--- config.mk ---
export PLATFORM = sky130hd
export DESIGN_NAME = program_sequencer
export DESIGN_NICKNAME = d
export VERILOG_FILES = /design/src/rtl/seq_pkg.sv /design/src/rtl/seq_decode.sv /design/src/rtl/program_sequencer.sv
export SDC_FILE = /design/constraint.sdc
export NUM_CORES = 1
export LEC_CHECK = 0
export CORE_AREA = 2 2 64 126
export CTS_CLUSTER_DIAMETER = 80
export DETAILED_ROUTE_END_ITERATION = 6
export DIE_AREA = 0 0 66 128
export HOLD_SLACK_MARGIN = 0.02
export PLACE_DENSITY = 0.61
export REMOVE_ABC_BUFFERS = 1
export SYNTH_ARGS = -nofsm -noshare
export SYNTH_HDL_FRONTEND = slang
export SYNTH_SLANG_ARGS = --single-unit
--- constraint.sdc ---
create_clock -name clk -period 2.1 [get_ports clk]
set_clock_uncertainty 0.2 [all_clocks]
set_input_delay 0.525 -clock clk [delete_from_list [all_inputs] [get_ports clk]]
set_output_delay 0.525 -clock clk [all_outputs]
set_load 0.02 [all_outputs]
--- src/rtl/seq_pkg.sv ---
// Shared opcode, flag-index and state definitions for the program sequencer.
// Instruction words are {operator[15:0], operand[15:0]}; the opcode is operator[15:8].
package seq_pkg;

    localparam logic [7:0] OP_NOP  = 8'h00;
    localparam logic [7:0] OP_ADD  = 8'h10;
    localparam logic [7:0] OP_SUB  = 8'h11;
    localparam logic [7:0] OP_AND  = 8'h12;
    localparam logic [7:0] OP_OR   = 8'h13;
    localparam logic [7:0] OP_XOR  = 8'h14;
    localparam logic [7:0] OP_LOAD = 8'h21;
    localparam logic [7:0] OP_READ = 8'h22;
    localparam logic [7:0] OP_JMP  = 8'h30;
    localparam logic [7:0] OP_JZ   = 8'h31;
    localparam logic [7:0] OP_JNZ  = 8'h32;
    localparam logic [7:0] OP_JC   = 8'h33;
    localparam logic [7:0] OP_HALT = 8'h3F;

    // Bit positions inside the {V,N,C,Z} datapath flag nibble.
    localparam int FLAG_Z = 0;
    localparam int FLAG_C = 1;
    localparam int FLAG_N = 2;
    localparam int FLAG_V = 3;

    typedef enum logic [1:0] {
        ST_IDLE  = 2'd0,
        ST_FETCH = 2'd1,
        ST_EXEC  = 2'd2
    } seq_state_e;

    function automatic logic is_alu_op(input logic [7:0] opcode);
        return (opcode >= OP_ADD) && (opcode <= OP_XOR);
    endfunction

endpackage

--- src/rtl/seq_decode.sv ---
// Combinational opcode classifier: which opcodes reach the datapath, which
// are ALU ops, which redirect the program counter and whether they do so.
module seq_decode
    import seq_pkg::*;
(
    input  logic [7:0] opcode,
    input  logic [3:0] flags,
    output logic       is_issue,
    output logic       is_alu,
    output logic       is_branch,
    output logic       taken,
    output logic       is_halt
);

    logic unused_flags;
    assign unused_flags = ^{flags[FLAG_V], flags[FLAG_N]};

    always_comb begin
        is_issue  = 1'b0;
        is_alu    = 1'b0;
        is_branch = 1'b0;
        taken     = 1'b0;
        is_halt   = 1'b0;
        if (is_alu_op(opcode)) begin
            is_issue = 1'b1;
            is_alu   = 1'b1;
        end else begin
            case (opcode)
                OP_LOAD, OP_READ: is_issue = 1'b1;
                OP_JMP: begin
                    is_branch = 1'b1;
                    taken     = 1'b1;
                end
                OP_JZ: begin
                    is_branch = 1'b1;
                    taken     = flags[FLAG_Z];
                end
                OP_JNZ: begin
                    is_branch = 1'b1;
                    taken     = ~flags[FLAG_Z];
                end
                OP_JC: begin
                    is_branch = 1'b1;
                    taken     = flags[FLAG_C];
                end
                OP_HALT: is_halt = 1'b1;
                // NOP and undefined opcodes fall through as a plain pc+1.
                default: ;
            endcase
        end
    end

endmodule

--- src/rtl/program_sequencer.sv ---
// Two-cycle (FETCH, EXEC) instruction sequencer between a synchronous program
// ROM and the ALU/register datapath, with a host start/busy/done handshake.
module program_sequencer
    import seq_pkg::*;
#(
    parameter int ADDR_W = 8,
    parameter int DATA_W = 16
) (
    input  logic                  clk,
    input  logic                  reset,
    input  logic                  start,
    input  logic                  abort,
    input  logic [ADDR_W-1:0]     start_addr,
    output logic [ADDR_W-1:0]     rom_addr,
    input  logic [2*DATA_W-1:0]   rom_data,
    output logic [DATA_W-1:0]     operator,
    output logic [DATA_W-1:0]     operand,
    input  logic [3:0]            alu_flags,
    output logic                  busy,
    output logic                  done,
    output logic [ADDR_W-1:0]     pc,
    output logic [15:0]           insn_count,
    output seq_state_e            state_dbg
);

    // Host handshake: start is a request sampled only in IDLE; busy is high
    // from the cycle after an accepted start until the cycle after HALT/abort;
    // done pulses for exactly the EXEC cycle of a HALT that was not aborted.

    seq_state_e        state_q, state_d;
    logic [ADDR_W-1:0] pc_q, pc_d;
    logic [15:0]       insn_count_q, insn_count_d;
    logic [3:0]        flag_q, flag_d;
    logic              alu_pending_q, alu_pending_d;

    logic [7:0]        opcode;
    logic [ADDR_W-1:0] target;
    logic              dec_issue, dec_alu, dec_branch, dec_taken, dec_halt;
    logic              issue_c, done_c;

    assign opcode = rom_data[2*DATA_W-1 -: 8];
    assign target = rom_data[ADDR_W-1:0];

    seq_decode u_decode (
        .opcode   (opcode),
        .flags    (flag_q),
        .is_issue (dec_issue),
        .is_alu   (dec_alu),
        .is_branch(dec_branch),
        .taken    (dec_taken),
        .is_halt  (dec_halt)
    );

    always_comb begin
        state_d       = state_q;
        pc_d          = pc_q;
        insn_count_d  = insn_count_q;
        flag_d        = flag_q;
        alu_pending_d = alu_pending_q;
        issue_c       = 1'b0;
        done_c        = 1'b0;
        case (state_q)
            ST_IDLE: begin
                if (start) begin
                    state_d       = ST_FETCH;
                    pc_d          = start_addr;
                    insn_count_d  = 16'h0000;
                    flag_d        = 4'h0;
                    alu_pending_d = 1'b0;
                end
            end
            ST_FETCH: begin
                if (abort) begin
                    state_d = ST_IDLE;
                end else begin
                    // Flags of an ALU op issued last EXEC are valid during this cycle.
                    if (alu_pending_q) begin
                        flag_d = alu_flags;
                    end
                    alu_pending_d = 1'b0;
                    state_d       = ST_EXEC;
                end
            end
            ST_EXEC: begin
                if (abort) begin
                    state_d = ST_IDLE;
                end else begin
                    if (insn_count_q != 16'hFFFF) begin
                        insn_count_d = insn_count_q + 16'd1;
                    end
                    if (dec_halt) begin
                        state_d = ST_IDLE;
                        done_c  = 1'b1;
                    end else begin
                        state_d       = ST_FETCH;
                        issue_c       = dec_issue;
                        alu_pending_d = dec_alu;
                        if (dec_branch && dec_taken) begin
                            pc_d = target;
                        end else begin
                            pc_d = pc_q + ADDR_W'(1);
                        end
                    end
                end
            end
            default: state_d = ST_IDLE;
        endcase
    end

    always_ff @(posedge clk or negedge reset) begin
        if (!reset) begin
            state_q       <= ST_IDLE;
            pc_q          <= '0;
            insn_count_q  <= 16'h0000;
            flag_q        <= 4'h0;
            alu_pending_q <= 1'b0;
        end else begin
            state_q       <= state_d;
            pc_q          <= pc_d;
            insn_count_q  <= insn_count_d;
            flag_q        <= flag_d;
            alu_pending_q <= alu_pending_d;
        end
    end

    // The ROM answers one cycle after the address, so the EXEC word is decoded
    // and issued combinationally; abort gates the issue in that same cycle.
    assign operator   = issue_c ? rom_data[2*DATA_W-1:DATA_W] : '0;
    assign operand    = issue_c ? rom_data[DATA_W-1:0] : '0;
    assign rom_addr   = pc_q;
    assign pc         = pc_q;
    assign insn_count = insn_count_q;
    assign busy       = (state_q != ST_IDLE);
    assign done       = done_c;
    assign state_dbg  = state_q;

endmodule

==> flow_metrics.env <==
export IMPL_highest_layer="met4"
export IMPL_drc=0
export IMPL_hold_depth=1
export IMPL_synth_area_top_cells="dfrtp_1, and2_1, nand2_1, buf_4, xor2_1"
export IMPL_crit_top_cell="buf_6"
export IMPL_drt_met1_wl_um=2690
export IMPL_grt_pass1_wl_um=12800
export IMPL_antenna_found_initial=0
export IMPL_worst_path_largest_cell_delay_ps=290
export IMPL_syn2layout_area_growth_pct=92.9
export IMPL_grt_usage=0.194
export IMPL_portBuffers=110
export IMPL_netlist_instances=266
export IMPL_synth_area_sq_um=2190
export IMPL_ir_drop_v=0.000464
export IMPL_synth_top_area_share=0.331
export IMPL_cpMaxStageDelayCell="nor4bb_4"
export IMPL_fin_ws_ps=-443
export IMPL_final_area_sq_um=4230
export IMPL_gp_congestion=0.795
export IMPL_cts_tree="built"
export IMPL_hold_viol_final=0
export IMPL_syn_avg_cell_area_sq_um=8.25
export IMPL_fill_cells=731
export IMPL_maxCapViolCount=0
export IMPL_postSynth_asyncResetShare=1.00
export IMPL_numClockSinks=29
export IMPL_yosysWarnings=0
export IMPL_core_area_sq_um=7540
export IMPL_wl_met3_um=292
export IMPL_cp_depth=9
export IMPL_grt_pass1_vias=2800
export IMPL_via_count=2564
export IMPL_cts_root_buffer="clkbuf_16"
export IMPL_period_minus_slack_ps=2540
export IMPL_ant_nets=0
export IMPL_critical_path_class="input port to output port"
export IMPL_cts_clk_slew_worst_paths_ps=50
export IMPL_synth_ff_type="dfrtp_1"
export IMPL_synth_seq_cells=29
export IMPL_overflow=0
export IMPL_yosysTopAreaCell="dfrtp_1"
export IMPL_antennaDiodeCount=0
export IMPL_ioPinCount=116
export IMPL_status="finished with violations"
export IMPL_die_area_sq_um=8450
export IMPL_power_density_nw_per_um2=559
export IMPL_end_kind="output port"
export IMPL_h_tree_depth=2
export IMPL_viasPerCell=4.91
export IMPL_cp_num_buf_inv=4
export IMPL_firstDrtPassIters=4
export IMPL_synth_edf_count=0
export IMPL_wl_per_cell_um=15.0
export IMPL_synth_cell_types=54
export IMPL_start_util=0.291
export IMPL_cp_top_family="simple AND/OR/NAND/NOR gates"
export IMPL_final_nets=477
export IMPL_setup_violations_final=29
export IMPL_violations="negative setup slack"
export IMPL_place_ws_ps=-1360
export IMPL_p_leak_nw=2.04
export IMPL_final_max_slew_viol_count=0
export IMPL_synth_yosys_seq_area_share=0.331
export IMPL_r2r_cells=7
export IMPL_grt_setup_unrepaired="true"
export IMPL_grt_max_degree=30
export IMPL_hp_class="flip-flop to flip-flop"
export IMPL_clockBufferDepth=2
export IMPL_cts_buffers=5
export IMPL_final_common_cell="buf_4"
export IMPL_critPathLaunchType="input port"
export IMPL_crit_chain="buf_8 > nor4bb_4 > a21oi_2 > o22ai_1 > and3_4 > buf_6 > clkbuf_16 > and2_4 > buf_6"
export IMPL_mostFrequentLayoutCells="buf_4, clkdlybuf4s50_1, buf_6"
export IMPL_fmax_mhz=393
export IMPL_dp_hpwl_um=5740
export IMPL_drt_iter0_markers=104
export IMPL_core_rowCount=45
export IMPL_dpl_instance_area_sq_um=3680
export IMPL_clock_latency_ps=270
export IMPL_final_layout_size_suffix_gt1_frac=0.383
export IMPL_min_period_over_period=1.21
export IMPL_crit_fanout=7
export IMPL_worstPathArrival_ps=1820
export IMPL_required_ps=1370
export IMPL_cts_hold_fix_buffers=0
export IMPL_die_w_um=66
export IMPL_wl_um=7840
export IMPL_wl_met2_um=4650
export IMPL_die_h_um=128
-- metal layers --
metal / up-vias / GRT usage
met1: 1207 / 0.186
met2: 87 / 0.388
met4: 0 / 0.0852
met5: - / 0
met3: 18 / 0.0228
li1: 1252 / -
-- per-stage QoR --
stage | hold slack [ps] | power [W] | std cells | TNS [ps] | util
floorplan | 29.4 | 0.00106 | 245 | -11630 | -
global placement | 330 | 0.00153 | 501 | -48290 | 0.488
detailed placement | 338 | 0.00153 | 501 | -50380 | 0.488
CTS | 353 | 0.00238 | 517 | -12640 | 0.545
global route | 388 | 0.00248 | 522 | -15140 | 0.561
finish | 359 | 0.00236 | 522 | -12260 | 0.561
-- worst register-to-register path: cells and delay by family (launching register included) --
family                     cells  cell delay, ps
and+or+nand+nor                3             670
DFF                            1             390
AOI/OAI and AO/OA              1             220
xor gates and xnor gates       1             180
adders and majority gates      1             170
buffers and inverters          1             160
-- final cells by class --
| cell class | instances | area [sq um] | share of cell area |
|---|---|---|---|
| repair buffers | 175 | 1710 | 0.403 |
| multi-input cells | 208 | 1480 | 0.350 |
| clock inverters | 1 | 30.0 | 0.00710 |
| inverters | 8 | 30.0 | 0.00710 |
| clock buffers | 7 | 143 | 0.0337 |
| flip-flops and latches | 29 | 726 | 0.172 |
| well taps | 94 | 118 | 0.0278 |
-- repair_timing --
action	CTS	global route
buffers inserted	6	6
gates cloned	2	1
pin swaps	28	35
endpoints found under the setup margin	62	53
gates resized for setup	276	34
-- kinds of logic after synthesis --
kind of cell    count (synthesis)  share of synthesized area
simple gates                  132                      0.338
compound gates                 57                      0.184
flops                          29                      0.331
buf+inv                        31                     0.0770
fa+ha+maj                       2                     0.0114
mux                             1                    0.00513
xor+xnor                       13                     0.0519
other cells                     1                    0.00171
-- path summary, 6_finish.rpt --
path / startpoint / to / slack [ps]
setup / recovery: rom_data[28] / operator[1] / -440
hold / removal: flag_q[1] / flag_q[1] / 360
setup reg to reg: insn_count[1] / insn_count[5] / 0
hold reg to reg: flag_q[1] / flag_q[1] / 360
max in group asynchronous: reset / insn_count[0] / 950
min in group asynchronous: reset / insn_count[8] / 440
-- registers in the layout, summed over array words and instances, names as in the netlist --
signal and count:
insn_count 16, pc 8, flag_q 2, alu_pending_q 1
state_dbg 2
-- report_power, final --
| part | leakage, nW | switching, W | internal (W) |
|---|---|---|---|
| sequential | 0.385 | 0.0000785 | 0.000620 |
| clock | 0.0841 | 0.000250 | 0.000592 |
| combinational | 1.57 | 0.000415 | 0.000408 |
| total | 2.04 | 0.000743 | 0.00162 |
-- cells in the mapped netlist (2+ instances only) --
cell type and instances:
and2_1 34, dfrtp_1 29, nand2_1 29, nor2_1 18
buf_4 11, nand3_1 10, o21ai_0 10, a21oi_1 9
clkbuf_1 8, xor2_1 8, and3_1 7, inv_1 7
a31oi_1 6, nand4_1 6, o211ai_1 6, o21ai_1 6
nor3_1 5, xnor2_1 5, and4_1 4, a21o_1 3
buf_2 3, nor2b_1 3, a22o_1 2, ha_1 2
nand2b_1 2, nand2b_4 2, nor3b_1 2, o22ai_1 2
or3_1 2
Note: power is estimated with default switching activity, not from simulation.
